==> src/rtl/crc_arb_pkg.sv <==
// Shared types for the CRC-8 engine arbiter: FSM states, error causes and a
// saturating counter helper.
package crc_arb_pkg;

    typedef enum logic [2:0] {
        IDLE   = 3'd0,
        START  = 3'd1,
        BUSY   = 3'd2,
        SETTLE = 3'd3,
        RESP   = 3'd4
    } state_t;

    localparam logic [1:0] ERR_NONE    = 2'd0;
    localparam logic [1:0] ERR_LEN     = 2'd1;
    localparam logic [1:0] ERR_TIMEOUT = 2'd2;

    function automatic logic [7:0] sat_inc8(input logic [7:0] value);
        return (value == 8'hFF) ? value : value + 8'd1;
    endfunction

endpackage

==> src/rtl/crc_arbiter_if.sv <==
// Requester-side request/response bundle of the CRC arbiter; master is the
// requester side, slave is the arbiter.
interface crc_arbiter_if #(
    parameter int NREQ = 2,
    parameter int MAXB = 6
);
    localparam int LW = $clog2(MAXB + 1);

    logic [NREQ-1:0]        req_valid;
    logic [NREQ-1:0]        req_ready;
    logic [NREQ*8*MAXB-1:0] req_data;
    logic [NREQ*LW-1:0]     req_len;
    logic [NREQ-1:0]        resp_valid;
    logic [NREQ-1:0]        resp_ready;
    logic [7:0]             resp_crc;
    logic                   resp_err;
    logic [7:0]             err_count;

    modport master (
        output req_valid, req_data, req_len, resp_ready,
        input  req_ready, resp_valid, resp_crc, resp_err, err_count
    );

    modport slave (
        input  req_valid, req_data, req_len, resp_ready,
        output req_ready, resp_valid, resp_crc, resp_err, err_count
    );

endinterface

==> src/rtl/crc_arbiter_rr_pick.sv <==
// Combinational round-robin pick: first set request bit after 'last', with wrap.
module rr_pick #(
    parameter int N  = 2,
    parameter int IW = $clog2(N)
) (
    input  logic [N-1:0]  req,
    input  logic [IW-1:0] last,
    output logic [N-1:0]  onehot,
    output logic [IW-1:0] idx,
    output logic          any
);

    always_comb begin
        onehot = '0;
        idx    = '0;
        any    = 1'b0;
        // Offset N wraps back to 'last' itself, so a lone requester can win again.
        for (int off = 1; off <= N; off++) begin
            if (!any && req[(int'(last) + off) % N]) begin
                any = 1'b1;
                idx = IW'((int'(last) + off) % N);
                onehot[(int'(last) + off) % N] = 1'b1;
            end
        end
    end

endmodule

==> src/rtl/crc_arbiter.sv <==
// Time-multiplexes one CRC-8 engine between NREQ requesters with round-robin
// grants, length checking, a BUSY watchdog and a saturating error counter.
module crc_arbiter
    import crc_arb_pkg::*;
#(
    parameter int NREQ    = 2,
    parameter int MAXB    = 6,
    parameter int TIMEOUT = 64
) (
    input  logic                         clk,
    input  logic                         rst,
    crc_arbiter_if.slave                 bus,
    output logic                         eng_start,
    output logic [$clog2(MAXB+1)-1:0]    eng_len,
    output logic [8*MAXB-1:0]            eng_bytes_flat,
    input  logic                         eng_done,
    input  logic [7:0]                   eng_crc
);

    localparam int LW = $clog2(MAXB + 1);
    localparam int IW = $clog2(NREQ);
    localparam int TW = $clog2(TIMEOUT);
    localparam int DW = 8 * MAXB;

    state_t          state, state_nxt;
    logic [IW-1:0]   last_grant, gidx;
    logic [NREQ-1:0] pick_onehot;
    logic [IW-1:0]   pick_idx;
    logic            pick_any;
    logic [DW-1:0]   pick_data, hold_data;
    logic [LW-1:0]   pick_len, hold_len;
    logic            len_ok;
    logic [TW-1:0]   timer;
    logic            timer_expired;
    logic [NREQ-1:0] grant_onehot;
    logic [NREQ-1:0] resp_valid;
    logic [7:0]      resp_crc, err_count;
    logic [1:0]      err_code;

    rr_pick #(.N(NREQ), .IW(IW)) u_pick (
        .req    (bus.req_valid),
        .last   (last_grant),
        .onehot (pick_onehot),
        .idx    (pick_idx),
        .any    (pick_any)
    );

    assign pick_data     = bus.req_data[pick_idx*DW +: DW];
    assign pick_len      = bus.req_len[pick_idx*LW +: LW];
    assign len_ok        = (pick_len != '0) && (pick_len <= LW'(MAXB));
    assign timer_expired = (timer == TW'(TIMEOUT - 1));
    assign grant_onehot  = NREQ'(1) << gidx;

    assign bus.req_ready  = (state == IDLE) ? pick_onehot : '0;
    assign bus.resp_valid = resp_valid;
    assign bus.resp_crc   = resp_crc;
    assign bus.resp_err   = (err_code != ERR_NONE);
    assign bus.err_count  = err_count;
    assign eng_len        = hold_len;
    assign eng_bytes_flat = hold_data;

    always_ff @(posedge clk) begin
        if (rst) state <= IDLE;
        else     state <= state_nxt;
    end

    always_comb begin
        state_nxt = state;
        case (state)
            IDLE:    if (pick_any) state_nxt = len_ok ? START : RESP;
            START:   state_nxt = BUSY;
            // A done pulse wins over a watchdog expiry in the same cycle.
            BUSY:    if (eng_done) state_nxt = SETTLE;
                     else if (timer_expired) state_nxt = RESP;
            SETTLE:  state_nxt = RESP;
            RESP:    if (bus.resp_ready[gidx]) state_nxt = IDLE;
            default: state_nxt = IDLE;
        endcase
    end

    always_ff @(posedge clk) begin
        if (rst) begin
            last_grant <= IW'(NREQ - 1);
            gidx       <= '0;
            hold_data  <= '0;
            hold_len   <= '0;
            timer      <= '0;
            eng_start  <= 1'b0;
            resp_valid <= '0;
            resp_crc   <= 8'h00;
            err_code   <= ERR_NONE;
            err_count  <= 8'h00;
        end else begin
            eng_start <= 1'b0;
            case (state)
                IDLE: if (pick_any) begin
                    gidx      <= pick_idx;
                    hold_data <= pick_data;
                    hold_len  <= pick_len;
                    if (len_ok) begin
                        eng_start <= 1'b1;
                    end else begin
                        resp_valid <= pick_onehot;
                        resp_crc   <= 8'h00;
                        err_code   <= ERR_LEN;
                        err_count  <= sat_inc8(err_count);
                    end
                end
                START: timer <= '0;
                BUSY: if (!eng_done) begin
                    if (timer_expired) begin
                        resp_valid <= grant_onehot;
                        resp_crc   <= 8'h00;
                        err_code   <= ERR_TIMEOUT;
                        err_count  <= sat_inc8(err_count);
                    end else begin
                        timer <= timer + TW'(1);
                    end
                end
                // eng_crc is only valid the cycle after eng_done.
                SETTLE: begin
                    resp_valid <= grant_onehot;
                    resp_crc   <= eng_crc;
                    err_code   <= ERR_NONE;
                end
                RESP: if (bus.resp_ready[gidx]) begin
                    resp_valid <= '0;
                    last_grant <= gidx;
                end
                default: ;
            endcase
        end
    end

endmodule

==> src/flat_wrapper.sv <==
// flat-port wrapper written by rule: the top's interface ports become plain ports
module crc_arbiter_flat import crc_arb_pkg::*;
#(
    parameter int NREQ    = 2,
    parameter int MAXB    = 6,
    parameter int TIMEOUT = 64
)
  (clk, rst, eng_start, eng_len, eng_bytes_flat, eng_done, eng_crc, bus_req_valid, bus_req_data, bus_req_len, bus_resp_ready, bus_req_ready, bus_resp_valid, bus_resp_crc, bus_resp_err, bus_err_count);
  crc_arbiter_if #(.NREQ(NREQ), .MAXB(MAXB)) bus_i ();
  input  logic clk;
  input  logic rst;
  output logic eng_start;
  output logic [$clog2(MAXB+1)-1:0] eng_len;
  output logic [8*MAXB-1:0] eng_bytes_flat;
  input  logic eng_done;
  input  logic [7:0] eng_crc;
  input wire logic [$bits(bus_i.req_valid)-1:0] bus_req_valid;
  input wire logic [$bits(bus_i.req_data)-1:0] bus_req_data;
  input wire logic [$bits(bus_i.req_len)-1:0] bus_req_len;
  input wire logic [$bits(bus_i.resp_ready)-1:0] bus_resp_ready;
  output wire logic [$bits(bus_i.req_ready)-1:0] bus_req_ready;
  output wire logic [$bits(bus_i.resp_valid)-1:0] bus_resp_valid;
  output wire logic [$bits(bus_i.resp_crc)-1:0] bus_resp_crc;
  output wire logic [$bits(bus_i.resp_err)-1:0] bus_resp_err;
  output wire logic [$bits(bus_i.err_count)-1:0] bus_err_count;
  assign bus_i.req_valid = bus_req_valid;
  assign bus_i.req_data = bus_req_data;
  assign bus_i.req_len = bus_req_len;
  assign bus_i.resp_ready = bus_resp_ready;
  assign bus_req_ready = bus_i.req_ready;
  assign bus_resp_valid = bus_i.resp_valid;
  assign bus_resp_crc = bus_i.resp_crc;
  assign bus_resp_err = bus_i.resp_err;
  assign bus_err_count = bus_i.err_count;
  crc_arbiter #(.NREQ(NREQ), .MAXB(MAXB), .TIMEOUT(TIMEOUT)) u_core (.clk(clk), .rst(rst), .bus(bus_i), .eng_start(eng_start), .eng_len(eng_len), .eng_bytes_flat(eng_bytes_flat), .eng_done(eng_done), .eng_crc(eng_crc));
endmodule
==> config.mk <==
export PLATFORM = sky130hd
export DESIGN_NAME = crc_arbiter_flat
export DESIGN_NICKNAME = d
export VERILOG_FILES = /design/src/rtl/crc_arb_pkg.sv /design/src/rtl/crc_arbiter_if.sv /design/src/rtl/crc_arbiter_rr_pick.sv /design/src/rtl/crc_arbiter.sv /design/src/flat_wrapper.sv
export SDC_FILE = /design/constraint.sdc
export NUM_CORES = 1
export LEC_CHECK = 0
export ABC_CLOCK_PERIOD_IN_PS = 4500
export CORE_MARGIN = 8
export CORE_UTILIZATION = 43
export CTS_BUF_LIST = sky130_fd_sc_hd__clkbuf_4 sky130_fd_sc_hd__clkbuf_8 sky130_fd_sc_hd__clkbuf_16
export CTS_CLUSTER_SIZE = 10
export DETAILED_ROUTE_END_ITERATION = 7
export GPL_TIMING_DRIVEN = 1
export PLACE_DENSITY_LB_ADDON = 0.25
export SYNTH_ARGS = -nofsm -noshare
export SYNTH_HDL_FRONTEND = slang
export SYNTH_SLANG_ARGS = --single-unit
==> constraint.sdc <==
create_clock -name clk -period 4.5 [get_ports clk]
set_input_delay 0.9 -clock clk [delete_from_list [all_inputs] [get_ports clk]]
set_output_delay 0.9 -clock clk [all_outputs]
set_load 0.005 [all_outputs]
# Yosys cells after proc, flatten, opt, wreduce, memory -nomap -nowiden
# Cells that the tools add are included.
# op_classes
mul	2
n_shift	3
bitwise	5
n_lt_le_gt_ge	6
n_eq_ne	13
n_reduce_logical	20
n_addsub	4
mux	51
# op_table
operator	count
indexed part select 96 x 8 -> 48 bit	1
2-to-1 mux 8 bit	9
2-to-1 mux 2 bit	12
one-hot mux 8 bit (3 select lines)	1
one-hot mux 8 bit (2 select lines)	1
2-to-1 mux 1 bit	15
2-to-1 mux 3 bit	5
one-hot mux 3 bit (5 select lines)	1
2-to-1 mux 6 bit	2
one-hot mux 6 bit (2 select lines)	1
AND reduction 5 bit	2
adder 8 x 1 -> 8 bit (second input constant)	1
== test 8 bit (second input constant)	1
one-hot mux 2 bit (4 select lines)	1
adder 6 x 1 -> 6 bit (second input constant)	1
== test 3 x 2 -> 1 bit (second input constant)	2
== test 6 bit (second input constant)	1
< comparator 2 x 3 -> 1 bit (second input constant)	2
multiplier 1 x 2 -> 3 bit (second input constant)	2
inequality test 2 x 1 -> 1 bit (second input constant)	3
inequality test 2 bit (second input constant)	3
one-hot mux 2 bit (3 select lines)	1
AND reduction 3 bit	2
AND reduction 6 bit	1
other kinds (21)	33
# totals
elab_cells	115
reg_bits	83
inputBits	117
output_inout_bits	73

# Longest topological paths before layout
# Gate-level depths: netlist of run 1.
# depth
depth_word	16
mapped_depth	8
ltp_nobuf	6

# Cells and area by module
# From an unflattened synthesis of run 1, not the netlist that was laid out.
# hier_totals
cells_unflattened	412
area_unflattened_um2	3804.9
# modules_own_cells
module	instances	area_each_um2	cells_each	seq_area_each_um2
crc_arbiter	1	3772.4	407	1661.6
rr_pick	1	32.5	5	0.0

# Least setup slack after synthesis of run 1
# No wires, ideal clock.
# synth_path
kind	input -> output
startpoint	input bus_req_valid[1]
endpoint	output bus_req_ready[1]
slack_ps	2029
arrival_time_ps	1571
required_time_ps	3600
path_buffers	2
stages	4
path_cell_list	a21bo_1 -> buf_4 -> clkbuf_1 -> nor2_1
# synth_between
elab_chain_len	8
elab_cells_between_ends	13
classes_between	mux: 10; bitwise: 1; reduce/logical: 2
# synth_rtl
element	line_no	rtl
start, declared	flat_wrapper.sv:17	input wire logic [$bits(bus_i.req_valid)-1:0] bus_req_valid;
2-to-1 mux 1 bit (not written as such) (3 in a row)	crc_arbiter_rr_pick.sv:19	if (!any && req[(int'(last) + off) % N]) begin
2-to-1 mux 1 bit	crc_arbiter_rr_pick.sv:19	
logical NOT 1 bit	crc_arbiter_rr_pick.sv:19	
logical AND 1 bit	crc_arbiter_rr_pick.sv:19	
2-to-1 mux 2 bit (*)	crc_arbiter_rr_pick.sv:19	
2-to-1 mux 2 bit (*)	crc_arbiter.sv:54	assign bus.req_ready = (state == IDLE) ? pick_onehot : '0;
end, declared	flat_wrapper.sv:21	output wire logic [$bits(bus_i.req_ready)-1:0] bus_req_ready;
# Mark *: on every way between the ends. The rest lies on a longest branch, timed or not. The select of a mux whose other input is x is not followed.

# Worst setup path in the final report of run 1
# layout_path
startpoint	input bus_req_valid[0]
endpoint	output bus_req_ready[1]
# Same word-level chain as after synthesis.

==> results of run 1 <==
==> worst paths after layout <==
kind	from	to	slack (ps)
hold reg to reg	u_core.bus.resp_crc[3]	u_core.bus.resp_crc[3]	490
setup / recovery	bus_req_valid[0]	bus_req_ready[1]	1250
setup reg to reg	u_core.last_grant	u_core.bus.err_count[0]	2220
hold / removal	u_core.bus.resp_crc[3]	u_core.bus.resp_crc[3]	490
==> cell type report <==
type	instances	area, um^2	area share
multi-input combinational	337	1950	0.331
timing repair buffer	193	1920	0.326
sequential	83	1660	0.282
clock buffer	12	165	0.0281
tap	108	135	0.0230
clock inverter	4	31.3	0.00531
inverter	8	30.0	0.00510
==> power breakdown <==
part	internal [uW]	leakage [uW]	switching (uW)
Combinational	636	0.00146	581
Sequential	933	0.000683	130
Clock	250	0.000103	278
Total	1820	0.00224	990
==> placed cells by master (no fill, tap or decap), types with 2 or more instances in the layout <==
cell type,netlist,layout
clkdlybuf4s50_1,0,188
a22o_1,8,8
nor3_1,4,4
ha_1,2,2
nor2_1,70,69
nand2b_1,4,4
or2_2,3,3
a21oi_1,16,16
o21ai_0,5,5
or3_1,3,3
clkbuf_8,0,12
nor2b_1,5,5
buf_4,2,4
and3_1,3,3
a211oi_1,2,2
nand3_1,4,4
inv_1,7,7
mux2_1,2,2
dfxtp_1,83,83
a311oi_1,51,51
mux2i_1,3,3
xor2_1,4,4
or4_1,4,4
nand3_2,2,2
nand4_1,5,5
mux2_2,2,2
nor3b_1,3,3
nand2_1,107,107
inv_6,0,2
o31ai_1,4,4
==> layer usage <==
| metal | global-route usage | share of wire | vias to the layer above |
|---|---|---|---|
| met5 | 0 | 0 | - |
| met4 | 0.0714 | 0.018 | 0 |
| met3 | 0.0844 | 0.096 | 16 |
| met2 | 0.342 | 0.50 | 154 |
| met1 | 0.237 | 0.39 | 1847 |
| li1 | - | - | 1977 |
==> stage by stage <==
step | util | instances
floorplan | - | 462
global placement | 0.662 | 729
detailed placement | 0.662 | 729
CTS | 0.685 | 745
global route | 0.685 | 745
finish | 0.685 | 745
==> registers in the layout, indices dropped and copies added, names as in the netlist <==
name,cells
u_core.bus.err_count,8
u_core.bus.resp_crc,8
u_core.bus.resp_valid,2
u_core.eng_bytes_flat,48
u_core.eng_len,3
u_core.eng_start,1
u_core.err_code,2
u_core.gidx,1
u_core.last_grant,1
u_core.state,3
u_core.timer,6
==> cells by family (layout without fill, tap and decap cells) <==
kind of cell	count (synthesis)	count (layout)	share of synthesized area
AO/OA/AOI/OAI	100	100	0.214
XOR/XNOR	4	4	0.00929
adder cells (fa/ha/maj)	2	2	0.00663
buffers and inverters	42	217	0.0471
flip-flops	83	83	0.441
multiplexers	7	7	0.0199
AND/OR/NAND/NOR	224	224	0.262
==> flow_summary_export.csv, run 1 <==
group,metric,value,unit
sta,post-route-min-period,3250,ps
setup_path,path_class,"input port to output port",
synthesis,syn_inst,462,
clock_tree,clockBufferDepth,2,
layout,fin_area,5890,um^2
hold_path,hold_depth,1,
power_and_ir_drop,worst_ir_drop_vdd,0.247,mV
die,core_area,8590,um^2
clock_tree,clock_latency,350,ps
setup_path,critPathBufInv,2,
synthesis,syn-num-nets,581,
clock_tree,postCtsSetupBuffers,0,
setup_path,max_stage_delay,530,ps
sta,rsz0062_at_grt,"no",
place,io_buffers,189,
sta,maxSlewViolCount,0,
sta,period_share,0.721,
sta,setup_ws,1250,ps
layout,antenna_cells,0,
global_route,antenna_found_initial,0,
drt,drt-initial-drc-count,211,
clock_tree,clock-root-buffer,"clkbuf_8",
synthesis,syn_area,3770,um^2
global_route,track_usage,0.207,
synthesis,yosys_warnings,0,
die,dieArea,12000,um^2
layout,area_delta_synth_final,56.1,%
drt,drc_errors,0,
synthesis,synth.distinct_cells,53,
die,die_y,110,um
sta,clock_skew,13.6,ps
clock_tree,htreeDepth,3,
hold_path,hold_path_class,"flip-flop to flip-flop",
power_and_ir_drop,power_density,477,nW/um^2
sta,setup_viol,0,
drt,drt-total-wl,12.6,mm
place,dp_slack,1190,ps
status,outcome,"finished clean",
layout,nets,751,
die,initial_core_util,0.439,
synthesis,synth.most_common_cell,"nand2_1",
synthesis,synthTopCellsByCount,"nand2_1 (107), dfxtp_1 (83), nor2_1 (70), a311oi_1 (51), clkbuf_1 (25)",
setup_path,path_cells,"clkdlybuf4s50_1 > a21bo_2 > nor2_1 > clkdlybuf4s50_1",
setup_path,crit_cells,4,
die,io_pins,190,
clock_tree,cts_hold_buf,0,
drt,dr.pass1.iters,4,
clock_tree,cts_sinks,83,
setup_path,critical_path.most_common_cell,"clkdlybuf4s50_1",
sta,tns,0,ps
sta,relSlewSlack,0.207,
drt,num_vias,3994,
setup_path,worstSetupEndpointType,"output port",
setup_path,crit_required,3600,ps
setup_path,cp_slowest_cell,"clkdlybuf4s50_1",
drt,antenna_left,0,
power_and_ir_drop,power,2810,uW
place,dp_hpwl,9.36,mm
place,routabilityCongestion,0.850,
die,die_w,110,um
die,placementRows,34,
sta,tightestPinTransition,1180,ps
run,drv_cap,0,
synthesis,ys.flop_type,"dfxtp_1",
layout,fillers,709,
synthesis,ys_top_cells_by_area,"dfxtp_1 (44%), a311oi_1 (12%), nand2_1 (11%)",
sta,hold_ws,494,ps
clock_tree,cts_tree,"built",
drt,wire_per_inst,16.9,um
clock_tree,cts.repair.resized,0,
setup_path,crit_path_max_fanout,5,
sta,hold_viol,0,
drt,via_per_inst,5.36,
synthesis,synth_top_area_share,0.441,
global_route,grt_overflow,0,
setup_path,worstPathArrival,2350,ps
synthesis,synth-seq-cells,83,
synthesis,synth-async-reset-ratio,0,
global_route,grt_pass1_wl,19.9,mm
setup_path,rr_worst_depth,6,
power_and_ir_drop,leakage,0.00224,uW
setup_path,cp-start-kind,"input port",
clock_tree,cts_buffers,9,
setup_path,crit_family,"buffers and inverters",
sta,fmax,308,MHz
global_route,grt_pass1_vias,4071,
clock_tree,clk_pin_slew_worst_paths,90,ps
global_route,grt_max_degree,103,
place,place_area,5690,um^2
layout,drive_gt1_frac,0.0597,
synthesis,yosys.area.top_type,"dfxtp_1",
synthesis,synth-edff-count,0,
synthesis,avgSynthCellArea,8.16,um^2
synthesis,yosysSeqAreaShare,0.441,
No activity file was read; power rests on OpenSTA's default activity.
==> run 2, diff against run 1 <==
Settings changed: ABC_CLOCK_PERIOD_IN_PS 4500 to 3100, CORE_UTILIZATION 43 to 40.
Clock period 4.5 ns to 3.1 ns, I/O delays scaled along.
==> flow_summary_export.csv, run 2 (synthesized netlist as in run 1, its figures left out) <==
group,metric,value,unit
drt,drt-total-wl,12.7,mm
status,outcome,"finished clean",
power_and_ir_drop,worst_ir_drop_vdd,0.405,mV
place,place_area,5710,um^2
sta,clock_skew,11.1,ps
die,initial_core_util,0.410,
global_route,grt_max_degree,103,
drt,drt-initial-drc-count,166,
setup_path,critPathBufInv,2,
setup_path,cp_slowest_cell,"clkdlybuf4s50_1",
layout,nets,752,
setup_path,critical_path.most_common_cell,"clkdlybuf4s50_1",
clock_tree,cts_buffers,9,
layout,fillers,792,
power_and_ir_drop,power_switching,1430,uW
drt,dr.pass1.iters,4,
clock_tree,cts.repair.resized,0,
die,die_w,113,um
layout,finalNonFillerCells,748,
clock_tree,clockBufferDepth,2,
clock_tree,clock_latency,340,ps
clock_tree,htreeDepth,3,
power_and_ir_drop,leakage,0.00226,uW
sta,setup_viol,0,
global_route,grt_overflow,0,
layout,area_delta_synth_final,57.5,%
setup_path,crit_required,2480,ps
sta,fmax,370,MHz
setup_path,worstPathArrival,2080,ps
setup_path,crit_path_max_fanout,5,
place,dp_hpwl,9.49,mm
clock_tree,clk_pin_slew_worst_paths,80,ps
power_and_ir_drop,swShare,0.340,
sta,relSlewSlack,0.385,
die,placementRows,35,
sta,tns,0,ps
setup_path,path_class,"input port to output port",
setup_path,worstSetupEndpointType,"output port",
place,io_buffers,189,
die,die_y,113,um
hold_path,hold_path_class,"flip-flop to flip-flop",
run,drv_cap,0,
power_and_ir_drop,power,4200,uW
clock_tree,postCtsSetupBuffers,0,
layout,largest_reg_flops,48,
clock_tree,clock-root-buffer,"clkbuf_8",
drt,num_vias,3975,
clock_tree,cts_hold_buf,0,
power_and_ir_drop,clockPowerShare,0.205,
global_route,antenna_found_initial,0,
global_route,grt_pass1_wl,20.3,mm
sta,tightestPinTransition,922,ps
drt,drc_errors,0,
setup_path,cp-start-kind,"input port",
setup_path,path_cells,"clkdlybuf4s50_1 > a21bo_2 > nor2_1 > clkdlybuf4s50_1",
sta,period_share,0.873,
die,core_area,9200,um^2
power_and_ir_drop,power_density,707,nW/um^2
setup_path,crit_family,"buffers and inverters",
global_route,track_usage,0.196,
sta,setup_ws,395,ps
sta,hold_viol,0,
sta,rsz0062_at_grt,"no",
power_and_ir_drop,p_int,2770,uW
place,routabilityCongestion,0.821,
power_and_ir_drop,combPwrFrac,0.428,
place,dp_slack,400,ps
layout,most-common-layout-cells,"clkdlybuf4s50_1 (188), nand2_1 (107), dfxtp_1 (83)",
clock_tree,cts_sinks,83,
drt,antenna_left,0,
layout,drive_gt1_frac,0.0612,
setup_path,max_stage_delay,540,ps
place,place_inst,733,
global_route,grt_pass1_vias,3924,
die,io_pins,190,
drt,via_per_inst,5.31,
sta,post-route-min-period,2700,ps
clock_tree,cts_tree,"built",
drt,wire_per_inst,17.0,um
sta,maxSlewViolCount,0,
layout,fin_area,5940,um^2
die,dieArea,12800,um^2
power_and_ir_drop,p_seq_frac,0.367,
layout,antenna_cells,0,
layout,final_common_cell,"clkdlybuf4s50_1",
==> run 2: power groups by stage <==
stage / clock (uW) / sequential (uW) / combinational, uW
floorplan: 0 / 1550 / 891
global route: 940 / 1580 / 1980
finish: 862 / 1540 / 1800
global placement: 0 / 1540 / 1780
CTS: 893 / 1540 / 1820
detailed placement: 0 / 1560 / 1810
==> run 2: path summary, 6_finish.rpt <==
check,start,end,slack [ps],cells past startpoint
max,bus_req_valid[1],bus_req_ready[1],400,4
min,u_core.bus.resp_crc[1],u_core.bus.resp_crc[1],480,1
max reg2reg,u_core.state[2],u_core.eng_bytes_flat[31],1170,6
min reg2reg,u_core.bus.resp_crc[1],u_core.bus.resp_crc[1],480,1
==> run 2: area by class of cell <==
cell class	instances	area [um^2]	share of cell area
clock buffers	11	145	0.0244
well taps	111	139	0.0234
inverters	8	30.0	0.00505
repair buffers	194	1940	0.326
flip-flops and latches	83	1660	0.280
multi-input cells	337	1950	0.329
clock inverters	4	75.1	0.0126
==> run 2: routing by layer <==
layer	wire length [um]	up-vias	track usage
met3	1450	14	0.102
met5	0	-	0
li1	-	1981	-
met4	194	0	0.0631
met2	5850	161	0.308
met1	5210	1819	0.226
==> run 2: stage by stage <==
stage,utilization,hold slack (ps)
after floorplan,-,469
after global placement,0.621,461
after detailed placement,0.621,468
after CTS,0.645,487
after global routing,0.646,505
final,0.646,482
